$ cat config.mk
export PLATFORM = sky130hd
export DESIGN_NAME = crc_stream_appender_flat
export DESIGN_NICKNAME = d
export VERILOG_FILES = /design/src/rtl/crc_stream_appender_if.sv /design/src/rtl/crc_stream_appender.sv /design/src/flat_wrapper.sv
export SDC_FILE = /design/constraint.sdc
export NUM_CORES = 1
export LEC_CHECK = 0
export ABC_AREA = 1
export ABC_CLOCK_PERIOD_IN_PS = 3400
export CELL_PAD_IN_SITES_DETAIL_PLACEMENT = 2
export CELL_PAD_IN_SITES_GLOBAL_PLACEMENT = 2
export CORE_MARGIN = 10
export CORE_UTILIZATION = 36
export DETAILED_ROUTE_END_ITERATION = 16
export GPL_TIMING_DRIVEN = 0
export PLACE_DENSITY = 0.86
export SKIP_LAST_GASP = 1
export SLEW_MARGIN = 15
export SYNTH_ARGS = -nofsm -noshare
export SYNTH_HDL_FRONTEND = slang
export SYNTH_SLANG_ARGS = --single-unit
$ cat constraint.sdc
create_clock -name clk_i -period 3.4 [get_ports clk_i]
set_input_delay 0.68 -clock clk_i [delete_from_list [all_inputs] [get_ports clk_i]]
set_output_delay 0.68 -clock clk_i [all_outputs]
set_load 0.05 [all_outputs]
$ cat src/rtl/crc_stream_appender_if.sv
// Byte-stream bundle for crc_stream_appender: input payload side, output side and busy status.
interface crc_stream_appender_if;
  logic       s_valid_i;
  logic       s_ready_o;
  logic [7:0] s_data_i;
  logic       s_last_i;
  logic       m_valid_o;
  logic       m_ready_i;
  logic [7:0] m_data_o;
  logic       m_last_o;
  logic       busy_o;

  // slave: the appender itself; master: whoever feeds it and drains it
  modport slave (
    input  s_valid_i, s_data_i, s_last_i, m_ready_i,
    output s_ready_o, m_valid_o, m_data_o, m_last_o, busy_o
  );
  modport master (
    output s_valid_i, s_data_i, s_last_i, m_ready_i,
    input  s_ready_o, m_valid_o, m_data_o, m_last_o, busy_o
  );
endinterface

$ cat src/rtl/crc_stream_appender.sv
// Passes payload bytes through with one cycle of latency and appends a
// parametrised CRC trailer after the last byte of every frame.
module crc_stream_appender #(
  parameter logic [63:0] POLY      = 64'h04C11DB7,
  parameter int unsigned CRC_SIZE  = 32,
  parameter logic [63:0] INIT      = 64'hFFFFFFFF,
  parameter bit          REF_IN    = 1'b1,
  parameter bit          REF_OUT   = 1'b1,
  parameter logic [63:0] XOR_OUT   = 64'hFFFFFFFF,
  parameter bit          LSB_FIRST = 1'b1
) (
  input  logic                 clk_i,
  input  logic                 rst_i,
  crc_stream_appender_if.slave bus
);

  localparam int unsigned CW    = CRC_SIZE;
  localparam int unsigned N     = CRC_SIZE / 8;
  localparam int unsigned IDX_W = (N > 1) ? $clog2(N) : 1;

  localparam logic [CW-1:0]    POLY_W   = POLY[CW-1:0];
  localparam logic [CW-1:0]    INIT_W   = INIT[CW-1:0];
  localparam logic [CW-1:0]    XOR_W    = XOR_OUT[CW-1:0];
  localparam logic [IDX_W-1:0] IDX_LAST = IDX_W'(N - 1);

  typedef enum logic {PASS, APPEND} state_t;

  state_t           state;
  logic [CW-1:0]    crc;
  logic [CW-1:0]    trail;
  logic [IDX_W-1:0] idx;
  logic             m_valid;
  logic [7:0]       m_data;
  logic             m_last;
  logic             busy;

  logic             load_ok;
  logic             s_ready;
  logic             accept;
  logic [CW-1:0]    crc_next;
  logic [CW-1:0]    crc_final;
  logic [IDX_W-1:0] sel_idx;
  logic [7:0]       trail_byte;

  // Eight serial LFSR steps unrolled so a whole byte is absorbed per cycle
  function automatic logic [CW-1:0] crc_byte(input logic [CW-1:0] c, input logic [7:0] d);
    logic [CW-1:0] r;
    logic          b;
    logic          fb;
    r = c;
    for (int i = 0; i < 8; i++) begin
      b  = REF_IN ? d[i] : d[7-i];
      fb = r[CW-1] ^ b;
      r  = {r[CW-2:0], 1'b0} ^ (fb ? POLY_W : '0);
    end
    return r;
  endfunction

  function automatic logic [CW-1:0] bitrev(input logic [CW-1:0] c);
    logic [CW-1:0] r;
    for (int i = 0; i < int'(CW); i++) r[i] = c[CW-1-i];
    return r;
  endfunction

  assign load_ok   = !m_valid || bus.m_ready_i;
  assign s_ready   = (state == PASS) && load_ok;
  assign accept    = bus.s_valid_i && s_ready;
  assign crc_next  = crc_byte(crc, bus.s_data_i);
  assign crc_final = (REF_OUT ? bitrev(crc_next) : crc_next) ^ XOR_W;
  assign sel_idx   = LSB_FIRST ? idx : (IDX_LAST - idx);

  // Constant-slice mux keeps the trailer byte select free of dynamic indexing
  always_comb begin
    trail_byte = 8'h00;
    for (int k = 0; k < int'(N); k++) begin
      if (sel_idx == IDX_W'(k)) trail_byte = trail[8*k +: 8];
    end
  end

  always_ff @(posedge clk_i or posedge rst_i) begin
    if (rst_i) begin
      state   <= PASS;
      crc     <= INIT_W;
      trail   <= '0;
      idx     <= '0;
      m_valid <= 1'b0;
      m_data  <= 8'h00;
      m_last  <= 1'b0;
      busy    <= 1'b0;
    end else begin
      case (state)
        PASS: begin
          if (accept) begin
            m_data  <= bus.s_data_i;
            m_valid <= 1'b1;
            m_last  <= 1'b0;
            crc     <= crc_next;
            if (bus.s_last_i) begin
              trail <= crc_final;
              idx   <= '0;
              state <= APPEND;
              busy  <= 1'b1;
            end
          end else if (bus.m_ready_i) begin
            m_valid <= 1'b0;
          end
        end
        APPEND: begin
          if (load_ok) begin
            m_data  <= trail_byte;
            m_valid <= 1'b1;
            m_last  <= (idx == IDX_LAST);
            if (idx == IDX_LAST) begin
              crc   <= INIT_W;
              idx   <= '0;
              state <= PASS;
              busy  <= 1'b0;
            end else begin
              idx <= idx + IDX_W'(1);
            end
          end
        end
        default: state <= PASS;
      endcase
    end
  end

  assign bus.s_ready_o = s_ready;
  assign bus.m_valid_o = m_valid;
  assign bus.m_data_o  = m_data;
  assign bus.m_last_o  = m_last;
  assign bus.busy_o    = busy;

endmodule
$ cat src/flat_wrapper.sv
// flat-port wrapper written by rule: the top's interface ports become plain ports
module crc_stream_appender_flat 
#(
  parameter logic [63:0] POLY      = 64'h04C11DB7,
  parameter int unsigned CRC_SIZE  = 32,
  parameter logic [63:0] INIT      = 64'hFFFFFFFF,
  parameter bit          REF_IN    = 1'b1,
  parameter bit          REF_OUT   = 1'b1,
  parameter logic [63:0] XOR_OUT   = 64'hFFFFFFFF,
  parameter bit          LSB_FIRST = 1'b1
)
  (clk_i, rst_i, bus_s_valid_i, bus_s_data_i, bus_s_last_i, bus_m_ready_i, bus_s_ready_o, bus_m_valid_o, bus_m_data_o, bus_m_last_o, bus_busy_o);
  crc_stream_appender_if bus_i ();
  input  logic clk_i;
  input  logic rst_i;
  input wire logic [$bits(bus_i.s_valid_i)-1:0] bus_s_valid_i;
  input wire logic [$bits(bus_i.s_data_i)-1:0] bus_s_data_i;
  input wire logic [$bits(bus_i.s_last_i)-1:0] bus_s_last_i;
  input wire logic [$bits(bus_i.m_ready_i)-1:0] bus_m_ready_i;
  output wire logic [$bits(bus_i.s_ready_o)-1:0] bus_s_ready_o;
  output wire logic [$bits(bus_i.m_valid_o)-1:0] bus_m_valid_o;
  output wire logic [$bits(bus_i.m_data_o)-1:0] bus_m_data_o;
  output wire logic [$bits(bus_i.m_last_o)-1:0] bus_m_last_o;
  output wire logic [$bits(bus_i.busy_o)-1:0] bus_busy_o;
  assign bus_i.s_valid_i = bus_s_valid_i;
  assign bus_i.s_data_i = bus_s_data_i;
  assign bus_i.s_last_i = bus_s_last_i;
  assign bus_i.m_ready_i = bus_m_ready_i;
  assign bus_s_ready_o = bus_i.s_ready_o;
  assign bus_m_valid_o = bus_i.m_valid_o;
  assign bus_m_data_o = bus_i.m_data_o;
  assign bus_m_last_o = bus_i.m_last_o;
  assign bus_busy_o = bus_i.busy_o;
  crc_stream_appender #(.POLY(POLY), .CRC_SIZE(CRC_SIZE), .INIT(INIT), .REF_IN(REF_IN), .REF_OUT(REF_OUT), .XOR_OUT(XOR_OUT), .LSB_FIRST(LSB_FIRST)) u_core (.clk_i(clk_i), .rst_i(rst_i), .bus(bus_i));
endmodule
Word-level counts from Yosys, hierarchy flattened --
Cells that the tools add are included.
Cells by class: add/subtract/negate cells 1, eq/ne operators 8, mux-type cells 41, bitwise operators 18, reduce and logical (&&, ||, !) cells 11
Operator list (count):
- $xor 32x32->32 | 8
- $mux 27 | 8
- $mux 32 | 3
- $pmux 32 s2 | 1
- $mux 8 | 6
- $not 32->32 | 1
- $pmux 8 s2 | 1
- $mux 1 | 13
- $reduce_and 3->1 | 3
- $mux 2 | 4
- $pmux 1 s2 | 4
- $xor 1x1->1 | 8
- $ne 2x2->1 const B | 3
- $eq 2x2->1 const B | 2
- $pmux 2 s2 | 1
- $reduce_and 2->1 | 2
- $reduce_and 4->1 | 1
- $ne 3x2->1 const B | 1
- $add 2x1->2 const B | 1
- $eq 2x1->1 const B | 1
- $logic_and 1x1->1 | 2
- $logic_not 2->1 | 1
- $ne 2x1->1 const B | 1
- $logic_not 1->1 | 1
- 2 further kinds | 2
Storage, ports and cells: bits in registers 78, input bits 13, output and inout bits 12, word-level logic and storage cells 87

Depth between registers and ports, before layout --
Gate-level depths: netlist (run 1).
word-level depth 26, gate-level depth with buffers 14, depth with buffers taken out 14

Least setup slack after synthesis (run 1) --
No wires, ideal clock.
kind reg2out, from reg u_core.m_valid, in the netlist u_core.bus.m_valid_o, to out bus_s_ready_o, arrival 1.148 ns, required time 2.720 ns, setup slack 1.572 ns, stages on the path, launching flop included 6, buffers on the path 0, cell sequence dfrtp_1 -> inv_1 -> nor2_2 -> inv_1 -> nand2_1 -> inv_1
Between the ends: word-level cells in the longest chain between the ends 3
RTL lines:
- from (decl) | line crc_stream_appender.sv:32 | logic m_valid;
- from (signal assigned) | line crc_stream_appender.sv:86 | m_valid <= 1'b0;
- from (signal assigned) | line crc_stream_appender.sv:95 | m_valid <= 1'b1;
- from (signal assigned) | line crc_stream_appender.sv:105 | m_valid <= 1'b0;
- $logic_not 1->1 | line crc_stream_appender.sv:65 | assign load_ok = !m_valid || bus.m_ready_i;
- $logic_or 1x1->1 | line crc_stream_appender.sv:65
- $logic_and 1x1->1 | line crc_stream_appender.sv:66 | assign s_ready = (state == PASS) && load_ok;
- to (decl) | line flat_wrapper.sv:20 | output wire logic [$bits(bus_i.s_ready_o)-1:0] bus_s_ready_o;
Every way passes these cells.

Worst setup path in the final report (run 1) --
from in bus_m_ready_i, to out bus_s_ready_o
Between the ends: word-level cells in the longest chain between the ends 2
RTL lines:
- from (decl) | line flat_wrapper.sv:19 | input wire logic [$bits(bus_i.m_ready_i)-1:0] bus_m_ready_i;
- $logic_or 1x1->1 | line crc_stream_appender.sv:65
- $logic_and 1x1->1 | line crc_stream_appender.sv:66
Every way passes these cells.

==> flow_metrics.env, run 1 <==
export IMPL_status="completed"
export IMPL_p_comb_frac=0.559
export IMPL_drc=0
export IMPL_final_common_cell="nand2_1"
export IMPL_synth_nets=587
export IMPL_seqPwrFrac=0.274
export IMPL_final_setup_tns_ps=0
export IMPL_dieArea_um2=17700
export IMPL_place_congestion=0.859
export IMPL_grt_pass1_wl_um=27300
export IMPL_ant_nets=0
export IMPL_whs_path_depth=2
export IMPL_io_buffers=24
export IMPL_rows=41
export IMPL_fin_skew_ps=8.81
export IMPL_path_class="in2out"
export IMPL_cts_repair_resized=0
export IMPL_clk_pin_slew_ps=60
export IMPL_clk_latency_ps=360
export IMPL_hold_class="reg2reg"
export IMPL_syn2layout_area_growth_pct=17.4
export IMPL_internal_power_mw=3.14
export IMPL_initial_core_util=0.365
export IMPL_avgSynthCellArea_um2=8.05
export IMPL_cts_sinks=78
export IMPL_cp_required_ps=2720
export IMPL_slew_headroom=0.546
export IMPL_setup_viol_count_final=0
export IMPL_synthCells=570
export IMPL_multi_input_area_um2=2180
export IMPL_overflow=0
export IMPL_setup_ws_ps=483
export IMPL_track_usage=0.201
export IMPL_r2r_worst_path_cells=8
export IMPL_core_area_um2=12600
export IMPL_ys_warn_count=0
export IMPL_worstSetupStartpointType="input port"
export IMPL_worstMarginPinSlew_ps=679
export IMPL_drv_cap=0
export IMPL_die_w_um=133
export IMPL_ys_seq_area_frac=0.434
export IMPL_ir_drop_uv=338
export IMPL_synth_cell_type_count=35
export IMPL_postCtsSetupBuffers=0
export IMPL_finalNetCount=623
export IMPL_cts_tree="yes"
export IMPL_hold_viol=0
export IMPL_nFillCells=1408
export IMPL_routedWlPerCell_um=22.0
export IMPL_hpwl_um=12400
export IMPL_critPathMaxFanout=2
export IMPL_critPathArrivalTime_ps=2240
export IMPL_viasPerCell=5.18
export IMPL_die_y_um=133
export IMPL_ys_flop_type="dfrtp_1"
export IMPL_grt_max_degree=46
export IMPL_dpl_worst_slack_ps=486
export IMPL_synth_area_um2=4590
export IMPL_critPathMaxStageDelay_ps=810
export IMPL_grt_pass1_vias=4713
export IMPL_antenna_found_initial=0
export IMPL_fmax_mhz=343
export IMPL_crit_chain="clkdlybuf4s50_1 -> nor2_2 -> inv_1 -> nand2_1 -> inv_1 -> clkdlybuf4s50_1"
export IMPL_whs_ps=482
export IMPL_finalWirelength_um=17300
export IMPL_hold_buffers=0
export IMPL_cts_buffer_depth=2
export IMPL_fin_crit_ps=2920
export IMPL_p_sw_mw=3.13
export IMPL_period_share=0.858
export IMPL_cts_max_level=3
export IMPL_cpMaxStageDelayCell="clkdlybuf4s50_1"
export IMPL_synthArstFlopShare=1.00
export IMPL_dr_pass1_iters=4
export IMPL_p_clk_frac=0.167
export IMPL_diodes=0
export IMPL_switching_share=0.499
export IMPL_drive_gt1_frac=0.173
export IMPL_synth_seq_cells=78
export IMPL_p_leak_nw=2.67
export IMPL_drtIter0Drc=249
export IMPL_cts_buffers_inserted=9
export IMPL_power_density_nw_per_um2=1160
export IMPL_final_cell_mix="nand2_1 (177), inv_1 (75), dfrtp_1 (46)"
export IMPL_grt_setup_unrepaired="no"
export IMPL_slew_violations=0
export IMPL_crit_path_end_kind="primary output"
export IMPL_synth_edf_count=0
export IMPL_ios=25
export IMPL_vias=4054
export IMPL_clock_root_buffer="clkbuf_16"
export IMPL_seqCellArea_um2=1990
-- critical path, delay by kind of cell --
family        cells  cell delay [ps]
simple gates      2              120
buf+inv           4             1440
-- cells by family (layout without fill, tap and decap cells) --
logic type	Yosys count	count (layout)	share of synthesized area
xor+xnor	51	51	0.106
fa+ha+maj	4	4	0.0109
compound gates	87	87	0.110
buf+inv	102	143	0.0902
simple gates	248	248	0.249
flops	78	78	0.434
-- through the flow --
stage	area (µm²)	utilization	power (mW)	std cells
2_1_floorplan	4590	-	3.97	570
3_3_place_gp	5040	0.401	4.83	766
3_5_place_dp	5070	0.404	5.10	767
4_1_cts	5390	0.429	6.27	783
5_1_grt	5390	0.429	6.66	783
6_report	5390	0.429	6.26	783
-- sequential cells by signal (all words and copies together) (netlist names) --
| name | flops |
|---|---|
| u_core.state | 1 |
| u_core.bus.m_last_o | 1 |
| u_core.crc | 32 |
| u_core.bus.busy_o | 1 |
| u_core.idx | 2 |
| u_core.bus.m_data_o | 8 |
| u_core.bus.m_valid_o | 1 |
| u_core.trail | 32 |
-- area by class of cell --
class | count | share of cell area
inverters | 86 | 0.0613
flip-flops and latches | 78 | 0.370
well taps | 172 | 0.0399
plain buffers | 16 | 0.0160
repair buffers | 25 | 0.0497
clock inverters | 3 | 0.00790
clock buffers | 13 | 0.0502
multi-input cells | 390 | 0.405
-- routing by layer --
layer | wire length (µm) | vias to the layer above | GRT usage
li1 | - | 1846 | -
met1 | 7130 | 2114 | 0.227
met2 | 9080 | 65 | 0.357
met3 | 553 | 29 | 0.0333
met4 | 501 | 0 | 0.0978
met5 | 0 | - | 0
-- Yosys cell counts, types with 2 or more instances --
cell type / instances / share of area
o21ai_0: 31 / 0.034
o21ai_1: 11 / 0.012
inv_4: 2 / 0.0027
xor2_1: 40 / 0.076
nand2_2: 16 / 0.022
ha_1: 4 / 0.011
o22ai_1: 15 / 0.020
a22oi_1: 3 / 0.0049
nor2_1: 13 / 0.011
nand2_1: 177 / 0.14
inv_2: 7 / 0.0057
nand3_1: 23 / 0.025
nand2_4: 15 / 0.037
inv_1: 76 / 0.062
xnor2_2: 2 / 0.0071
a221oi_1: 8 / 0.015
clkbuf_1: 8 / 0.0065
dfrtp_1: 46 / 0.25
buf_2: 3 / 0.0033
buf_4: 2 / 0.0033
a21oi_1: 15 / 0.016
xnor2_1: 7 / 0.013
dfstp_2: 32 / 0.18
nor2_2: 2 / 0.0027
buf_6: 2 / 0.0049
-- power groups by stage --
stage | Sequential (mW) | Clock [mW] | Combinational, mW
floorplan | 1.80 | 0 | 2.17
finish | 1.72 | 1.05 | 3.50
global placement | 1.67 | 0 | 3.16
detailed placement | 1.72 | 0 | 3.39
CTS | 1.71 | 1.06 | 3.49
global route | 1.76 | 1.10 | 3.81
-- final timing paths --
check | to | startpoint | slack [ps]
max in group asynchronous | u_core.crc[20] | rst_i | 2000
min in group asynchronous | u_core.bus.m_data_o[4] | rst_i | 720
worst min-delay path | u_core.trail[24] | u_core.trail[24] | 480
worst max register to register | u_core.bus.m_data_o[0] | u_core.idx[1] | 1050
worst min register to register | u_core.trail[24] | u_core.trail[24] | 480
worst max-delay path | bus_s_ready_o | bus_m_ready_i | 480
Power figures use the tool's default switching activity.
==> run 2, diff against run 1 <==
Settings changed: CELL_PAD_IN_SITES_DETAIL_PLACEMENT 2 to 1.
==> flow_metrics.env, run 2 (same netlist as run 1, synthesis figures left out) <==
export IMPL_status="completed"
export IMPL_crit_path_end_kind="primary output"
export IMPL_p_total_mw=6.01
export IMPL_power_density_nw_per_um2=1120
export IMPL_routedWlPerCell_um=17.9
export IMPL_p_leak_nw=2.67
export IMPL_cts_tree="yes"
export IMPL_syn2layout_area_growth_pct=17.4
export IMPL_r2r_worst_path_cells=8
export IMPL_grt_setup_unrepaired="no"
export IMPL_dieArea_um2=17700
export IMPL_grt_max_degree=46
export IMPL_track_usage=0.164
export IMPL_nFillCells=1527
export IMPL_postCtsSetupBuffers=0
export IMPL_slew_headroom=0.593
export IMPL_drtIter0Drc=241
export IMPL_cts_max_level=3
export IMPL_grt_pass1_vias=3998
export IMPL_ios=25
export IMPL_drv_cap=0
export IMPL_final_cell_mix="nand2_1 (177), inv_1 (75), dfrtp_1 (46)"
export IMPL_overflow=0
export IMPL_worstMarginPinSlew_ps=608
export IMPL_dr_pass1_iters=4
export IMPL_seqCellArea_um2=1990
export IMPL_final_setup_tns_ps=0
export IMPL_grt_pass1_wl_um=22600
export IMPL_fin_area_um2=5390
export IMPL_placed_area_um2=5070
export IMPL_antenna_found_initial=0
export IMPL_clock_root_buffer="clkbuf_16"
export IMPL_critPathMaxFanout=2
export IMPL_clk_latency_ps=360
export IMPL_ir_drop_uv=366
export IMPL_finalWirelength_um=14000
export IMPL_worstSetupStartpointType="input port"
export IMPL_viasPerCell=4.86
export IMPL_setup_viol_count_final=0
export IMPL_min_delay_start="u_core.bus.m_last_o"
export IMPL_finalNetCount=623
export IMPL_fin_skew_ps=7.18
export IMPL_period_share=0.854
export IMPL_cts_buffer_depth=2
export IMPL_whs_endpoint="u_core.bus.m_last_o"
export IMPL_cts_buffers_inserted=9
export IMPL_core_area_um2=12600
export IMPL_clk_pin_slew_ps=70
export IMPL_cts_repair_resized=0
export IMPL_fin_crit_ps=2900
export IMPL_die_w_um=133
export IMPL_cp_required_ps=2720
export IMPL_ant_nets=0
export IMPL_hold_viol=0
export IMPL_multi_input_area_um2=2180
export IMPL_slew_violations=0
export IMPL_final_common_cell="nand2_1"
export IMPL_r2r_end="u_core.bus.m_data_o[2]"
export IMPL_io_buffers=24
export IMPL_cts_sinks=78
export IMPL_stdcell_count=783
export IMPL_vias=3803
export IMPL_whs_ps=476
export IMPL_drive_gt1_frac=0.173
export IMPL_drc=0
export IMPL_setup_ws_ps=495
export IMPL_hold_buffers=0
export IMPL_critPathArrivalTime_ps=2220
export IMPL_dpl_cell_count=767
export IMPL_rows=41
export IMPL_r2r_slack_ps=1260
export IMPL_hpwl_um=10700
export IMPL_fmax_mhz=344
export IMPL_hold_class="reg2reg"
export IMPL_dpl_worst_slack_ps=486
export IMPL_diodes=0
export IMPL_die_y_um=133
export IMPL_initial_core_util=0.365
export IMPL_path_class="in2out"
export IMPL_place_congestion=0.859
export IMPL_whs_path_depth=2
export IMPL_r2r_start="u_core.idx[1]"
export IMPL_utilization=0.429
[run 2: worst max path at each step]
stage	slack, ps	from	cells past startpoint	endpoint
after global routing	450	bus_m_ready_i	6	bus_s_ready_o
after CTS	480	bus_m_ready_i	6	bus_s_ready_o
after global placement	-710	rst_i	2	u_core.trail[2]
final	500	bus_m_ready_i	6	bus_s_ready_o
after detailed placement	490	bus_m_ready_i	6	bus_s_ready_o
after floorplan	780	rst_i	1	u_core.bus.busy_o
[run 2: critical path: stages]
cell and delay [ps]:
clkdlybuf4s50_1 470, nor2_2 50, inv_1 80, nand2_1 70, inv_1 70, clkdlybuf4s50_1 800
[run 2: layout make-up]
| cell class | instances | area share |
|---|---|---|
| timing repair buffer | 25 | 0.0497 |
| inverter | 86 | 0.0613 |
| clock buffer | 10 | 0.0425 |
| clock inverter | 6 | 0.0160 |
| buffer | 16 | 0.0160 |
| tap | 172 | 0.0399 |
| multi-input combinational | 390 | 0.405 |
| sequential | 78 | 0.370 |
[run 2: where the power goes]
group	switching (mW)	internal, mW	total (mW)
Combinational	2.21	1.06	3.27
Clock	0.418	0.642	1.06
Sequential	0.244	1.44	1.68
[run 2: metal layers]
metal	vias up	GRT usage	wire [µm]
li1	1846	-	-
met3	22	0.0307	495
met5	-	0	0
met1	1875	0.206	6440
met4	0	0.0678	305
met2	60	0.271	6750
==> run 3, diff against run 2 <==
Settings changed: CTS_CLUSTER_DIAMETER set to 60.
==> results of run 3 <==
No change in the layout: final DEF, timing and power equal those of run 2.
